===== config.mk =====
export PLATFORM = sky130hd
export DESIGN_NAME = instr_fetch_unit
export DESIGN_NICKNAME = d
export VERILOG_FILES = /design/src/rtl/isa_pkg.sv /design/src/rtl/fetch_fifo.sv /design/src/rtl/instr_fetch_unit.sv
export SDC_FILE = /design/constraint.sdc
export NUM_CORES = 1
export LEC_CHECK = 0
export BUFFER_PORTS_ARGS = -buffer_cell sky130_fd_sc_hd__buf_2
export CORE_MARGIN = 2
export CORE_UTILIZATION = 40
export CTS_BUF_LIST = sky130_fd_sc_hd__clkbuf_4 sky130_fd_sc_hd__clkbuf_8
export CTS_CLUSTER_DIAMETER = 60
export CTS_CLUSTER_SIZE = 40
export DETAILED_ROUTE_END_ITERATION = 10
export GPL_ROUTABILITY_DRIVEN = 0
export GPL_TIMING_DRIVEN = 0
export PLACE_DENSITY_LB_ADDON = 0.1
export SYNTH_ARGS = -nofsm -noshare
export SYNTH_HDL_FRONTEND = slang
export SYNTH_SLANG_ARGS = --single-unit

===== constraint.sdc =====
create_clock -name clk -period 2.9 [get_ports clk]
set_input_delay 0.58 -clock clk [delete_from_list [all_inputs] [get_ports clk]]
set_output_delay 0.58 -clock clk [all_outputs]
set_load 0.02 [all_outputs]

===== src/rtl/isa_pkg.sv =====
// Shared ISA definitions for the 16-bit core.
// Provides address/instruction widths, the PC increment, the 4-bit major
// opcode constants and the fetch FIFO entry type {pc, instr}.
package isa_pkg;

    localparam int ADDR_W  = 16;
    localparam int INSTR_W = 16;

    // Instruction memory is word-indexed by addr[15:1], so the PC steps by 2 bytes.
    localparam logic [ADDR_W-1:0] PC_STEP = 16'd2;

    localparam logic [3:0] OP_ADD  = 4'h0;  // ADD / ADC
    localparam logic [3:0] OP_NDU  = 4'h2;  // NDU / NDZ
    localparam logic [3:0] OP_SW   = 4'h9;
    localparam logic [3:0] OP_LW   = 4'hA;
    localparam logic [3:0] OP_BEQ  = 4'hB;
    localparam logic [3:0] OP_JAL  = 4'hD;
    localparam logic [3:0] OP_ADDI = 4'hF;

    typedef struct packed {
        logic [ADDR_W-1:0]  pc;
        logic [INSTR_W-1:0] instr;
    } fetch_entry_t;

endpackage


===== src/rtl/fetch_fifo.sv =====
// Small circular FIFO holding fetched {pc, instr} entries.
// Ports:
//   clk, rst_n   - clock, asynchronous active-low reset (clears storage too)
//   push         - write push_data at the tail
//   pop          - retire the head entry
//   flush        - discard all entries; has priority over push and pop
//   push_data    - entry to write
//   count        - number of valid entries, 0..DEPTH
//   head         - entry at the head (stale when count == 0)
module fetch_fifo
    import isa_pkg::*;
#(
    parameter int DEPTH = 2
) (
    input  logic                   clk,
    input  logic                   rst_n,
    input  logic                   push,
    input  logic                   pop,
    input  logic                   flush,
    input  fetch_entry_t           push_data,
    output logic [$clog2(DEPTH):0] count,
    output fetch_entry_t           head
);

    localparam int PTR_W = $clog2(DEPTH);
    localparam int CNT_W = PTR_W + 1;
    localparam logic [CNT_W-1:0] FULL_CNT = CNT_W'(DEPTH);

    fetch_entry_t     mem [DEPTH];
    logic [PTR_W-1:0] wr_ptr;
    logic [PTR_W-1:0] rd_ptr;
    logic [CNT_W-1:0] cnt;
    logic             do_push;
    logic             do_pop;

    // Guard against overflow/underflow even if the caller misbehaves; a push
    // into a full FIFO is only legal when the head leaves in the same cycle.
    always_comb begin
        do_pop  = pop && (cnt != '0);
        do_push = push && ((cnt != FULL_CNT) || do_pop);
    end

    always_ff @(posedge clk or negedge rst_n) begin
        if (!rst_n) begin
            for (int i = 0; i < DEPTH; i++) begin
                mem[i] <= '0;
            end
            wr_ptr <= '0;
            rd_ptr <= '0;
            cnt    <= '0;
        end else if (flush) begin
            // Leave storage untouched so the head outputs keep stale contents.
            rd_ptr <= wr_ptr;
            cnt    <= '0;
        end else begin
            if (do_push) begin
                mem[wr_ptr] <= push_data;
                wr_ptr      <= wr_ptr + PTR_W'(1);
            end
            if (do_pop) begin
                rd_ptr <= rd_ptr + PTR_W'(1);
            end
            case ({do_push, do_pop})
                2'b10:   cnt <= cnt + CNT_W'(1);
                2'b01:   cnt <= cnt - CNT_W'(1);
                default: cnt <= cnt;
            endcase
        end
    end

    assign count = cnt;
    assign head  = mem[rd_ptr];

endmodule


===== src/rtl/instr_fetch_unit.sv =====
// Instruction fetch stage.
// Holds the PC, addresses the combinational instruction memory and queues
// each returned word with its PC for decode. Redirects flush the queue and
// reload the PC.
// Ports:
//   clk, rst_n              - clock, asynchronous active-low reset
//   fetch_en                - allow fetching; PC holds when low
//   imem_addr / imem_instr  - instruction memory byte address and returned word
//   redirect_valid/_pc      - taken branch/jump and its byte target
//   out_valid/_ready        - decode handshake for the FIFO head
//   out_instr / out_pc      - head instruction and its PC
//   misalign_err            - one-cycle pulse after a redirect to an odd target
module instr_fetch_unit
    import isa_pkg::*;
#(
    parameter logic [ADDR_W-1:0] RESET_PC = 16'h0000,
    parameter int                DEPTH    = 2
) (
    input  logic               clk,
    input  logic               rst_n,
    input  logic               fetch_en,
    output logic [ADDR_W-1:0]  imem_addr,
    input  logic [INSTR_W-1:0] imem_instr,
    input  logic               redirect_valid,
    input  logic [ADDR_W-1:0]  redirect_pc,
    output logic               out_valid,
    input  logic               out_ready,
    output logic [INSTR_W-1:0] out_instr,
    output logic [ADDR_W-1:0]  out_pc,
    output logic               misalign_err
);

    localparam int CNT_W = $clog2(DEPTH) + 1;
    localparam logic [CNT_W-1:0]  FULL_CNT = CNT_W'(DEPTH);
    localparam logic [ADDR_W-1:0] PC_INIT  = {RESET_PC[ADDR_W-1:1], 1'b0};

    logic [ADDR_W-1:0] pc;
    logic              misalign_q;
    logic [CNT_W-1:0]  count;
    logic              fetch;
    logic              pop;
    fetch_entry_t      push_entry;
    fetch_entry_t      head;

    // A full FIFO can still accept a word when the head leaves this cycle,
    // which is what sustains one instruction per cycle.
    always_comb begin
        pop              = out_valid && out_ready && !redirect_valid;
        fetch            = fetch_en && !redirect_valid &&
                           ((count != FULL_CNT) || (out_valid && out_ready));
        push_entry.pc    = pc;
        push_entry.instr = imem_instr;
    end

    always_ff @(posedge clk or negedge rst_n) begin
        if (!rst_n) begin
            pc         <= PC_INIT;
            misalign_q <= 1'b0;
        end else begin
            misalign_q <= redirect_valid && redirect_pc[0];
            if (redirect_valid) begin
                pc <= {redirect_pc[ADDR_W-1:1], 1'b0};
            end else if (fetch) begin
                pc <= pc + PC_STEP;
            end
        end
    end

    fetch_fifo #(
        .DEPTH(DEPTH)
    ) u_fifo (
        .clk      (clk),
        .rst_n    (rst_n),
        .push     (fetch),
        .pop      (pop),
        .flush    (redirect_valid),
        .push_data(push_entry),
        .count    (count),
        .head     (head)
    );

    assign imem_addr    = pc;
    assign out_valid    = (count != '0);
    assign out_instr    = head.instr;
    assign out_pc       = head.pc;
    assign misalign_err = misalign_q;

endmodule


==> impl_metrics.toml <==
[timing]
finalHoldViolations = 0
fmax_mhz = 383
rsz0062_at_grt = "no"
worst_pin_slew_ns = 0.592
period_share_pct = 90.0
tns_ns = 0
drv_slew = 0
slew_headroom_pct = 60.5
fin_worst_skew_ns = 0.0114
setup_violations = 0
min_period_ns = 2.61
worst_slack_ns = 0.291

[cts]
hold_buffers = 0
cts.repair.resized = 0
cts-root-buf = "clkbuf_8"
cts.path.max_buffers = 2
cts_sinks = 82
cts_tree = "built"
clkTransAtPathRegs_ns = 0.08
h-tree-depth = 3
worstSkewPairLatency_ns = 0.35
post_cts_buffers = 0
numCtsBuffers = 9

[yosys]
yosysWarningCount = 0
ys_seq_area_share_pct = 51.7
syn_area_um2 = 3970
yosys.cell_types.count = 39
synth_top_area_cell = "dfrtp_1"
avgSynthCellArea_um2 = 13.5
async_flop_share_pct = 100
synthDominantCellAreaShare_pct = 51.7
synth_area_leaders = "dfrtp_1 52%, mux2_2 17%, mux2_4 11%"
synth_ff_type = "dfrtp_1"
synth-seq-cells = 82
syn_inst = 293
ys_top_cells_by_count = "82 x dfrtp_1, 61 x mux2_2, 30 x mux2_4"
post-synth-top-count-cell = "dfrtp_1"
synth_enable_flop_cells = 0

[die]
ios = 87
rows = 36
die_h_um = 104
initial_core_util_pct = 41.0
coreArea_um2 = 9680
dieArea_um2 = 10700
dieWidth_um = 104

[power_and_ir_drop]
p_switching_w = 0.00126
internal_power_w = 0.00266
clockPowerShare_pct = 21.0
powerDensity_nw_per_um2 = 821
switching_share_pct = 32.2
p_comb_share_pct = 35.9
leakage_nw = 2.22
p_seq_share_pct = 43.1
peakVddDrop_uv = 251

[setup_path]
cpMaxStageDelayCell = "clkbuf_1"
arrival_ns = 2.03
slowest_delay_ns = 0.51
crit_chain = "clkbuf_1 > clkbuf_1 > mux2_2 > buf_2"
worst-path-buf-inv = 3
critPathTopFamily = "buffers and inverters"
crit_required_ns = 2.32
end_kind = "output port"
critPathKind = "flip-flop to output port"
path_common_cell = "clkbuf_1"
cp-start-kind = "flip-flop"
worstPathMaxFanout = 10

[place]
dp_slack_ns = 0.634
io_buffers = 83
dp_hpwl_um = 5820

[drt]
drcViolationCount = 0
drt-initial-drc-count = 68
wl_per_cell_um = 15.9
vias = 2555
routed_wl_um = 8350
post_drt_via_cell_ratio = 4.86
ant_nets = 0
dr.pass1.iters = 4

[grt]
grt_pass1_vias = 2698
grt_antenna_before_repair = 0
grt_first_pass_wirelength_um = 13800
grt_start_max_net_pins = 68
grt_usage_pct = 16.2
grt_overflow_total = 0

[layout]
final_layout_size_suffix_gt1_share_pct = 51.9
nets = 427
antenna_cells = 0
area_growth_syn_to_layout_pct = 20.4

[outcome]
status = "completed"

[min_path]
hp-class = "input port to asynchronous set/reset pin"

[run]
drv_cap = 0
power groups by stage:
stage,logic (W),clock network (W),registers (W)
after CTS,0.00143,0.000859,0.00169
final,0.00141,0.000825,0.00169
after floorplan,0.00104,0,0.00168
after global routing,0.00151,0.000908,0.00174
after global placement,0.00140,0,0.00170
after detailed placement,0.00143,0,0.00171
cells in the final DEF, fill, tap and decap left out, drive strengths merged, types with 4 or more instances in the layout:
cell type / netlist / final
buf: 11 / 95
mux2: 93 / 93
dfrtp: 82 / 82
clkbuf: 8 / 20
nand2: 19 / 19
o21ai: 12 / 12
nor2: 7 / 7
nor3b: 6 / 6
xnor2: 6 / 6
nor3: 6 / 6
a22oi: 4 / 4
mux2i: 4 / 4
nor4: 4 / 4
through the flow:
| step | power [W] | hold slack, ns | cell area, um^2 | util [%] | std cells |
|---|---|---|---|---|---|
| 6_report | 0.00392 | 0.0952 | 4780 | 49.3 | 526 |
| 5_1_grt | 0.00416 | 0.0870 | 4780 | 49.3 | 526 |
| 4_1_cts | 0.00398 | 0.0804 | 4780 | 49.3 | 526 |
| 3_5_place_dp | 0.00314 | 0.467 | 4580 | 47.3 | 511 |
| 3_3_place_gp | 0.00310 | 0.464 | 4550 | 47.0 | 510 |
| 2_1_floorplan | 0.00272 | 0.284 | 3970 | - | 294 |
registers in the layout, summed over array words and instances (netlist names):
signal         flops
u_fifo.mem        62
u_fifo.rd_ptr      1
u_fifo.count       2
u_fifo.wr_ptr      1
misalign_err       1
imem_addr         15
final cells by class:
| type | instances | area, um^2 |
|---|---|---|
| Fill cell | 890 | 4910 |
| Sequential cell | 82 | 2050 |
| Multi-Input combinational cell | 192 | 1810 |
| Timing Repair Buffer | 84 | 445 |
| Tap cell | 133 | 166 |
| Clock buffer | 12 | 153 |
| Buffer | 19 | 110 |
| Clock inverter | 3 | 40.0 |
| Inverter | 1 | 3.75 |
logic make-up (layout without fill, tap and decap cells):
family	Yosys count	in the layout	share of synthesized area [%]
XOR/XNOR	8	8	1.77
AO/OA/AOI/OAI	23	23	3.81
buffers and inverters	20	119	2.87
multiplexers	97	97	30.2
AND/OR/NAND/NOR	61	61	9.21
flip-flops	82	82	51.7
other	1	2	0.0945
adder cells (fa/ha/maj)	1	1	0.315
layer usage:
metal / share of wire, % / track usage (%) / wire length, um
met5: 0 / 0 / 0
met1: 48 / 21.8 / 4040
met2: 47 / 25.6 / 3900
met3: 3.4 / 3.46 / 285
met4: 1.5 / 6.08 / 122
worst paths after layout:
path                                             startpoint                          to  slack (ns)  depth (start not counted)
max in group asynchronous                             rst_n  u_fifo.mem[23]$_DFFE_PN0P_        2.21                          2
worst min register to register   u_fifo.mem[52]$_DFFE_PN0P_  u_fifo.mem[52]$_DFFE_PN0P_        0.49                          1
worst min-delay path                                  rst_n  u_fifo.mem[29]$_DFFE_PN0P_         0.1                          1
worst max register to register  u_fifo.count[1]$_DFFE_PN0P_  u_fifo.mem[47]$_DFFE_PN0P_        0.98                          5
min in group clk                             redirect_pc[1]    imem_addr[1]$_DFFE_PN0N_        0.44                          3
worst max-delay path              u_fifo.rd_ptr$_DFFE_PN0P_                   out_pc[8]        0.29                          4
worst register-to-register path, stage by stage, from the launching register on:
cell and delay (ns):
dfrtp_1 0.43, nor3b_1 0.17, nand2b_4 0.18, nor3_2 0.30, buf_2 0.35, mux2_2 0.38
Power figures use the tool's default switching activity.
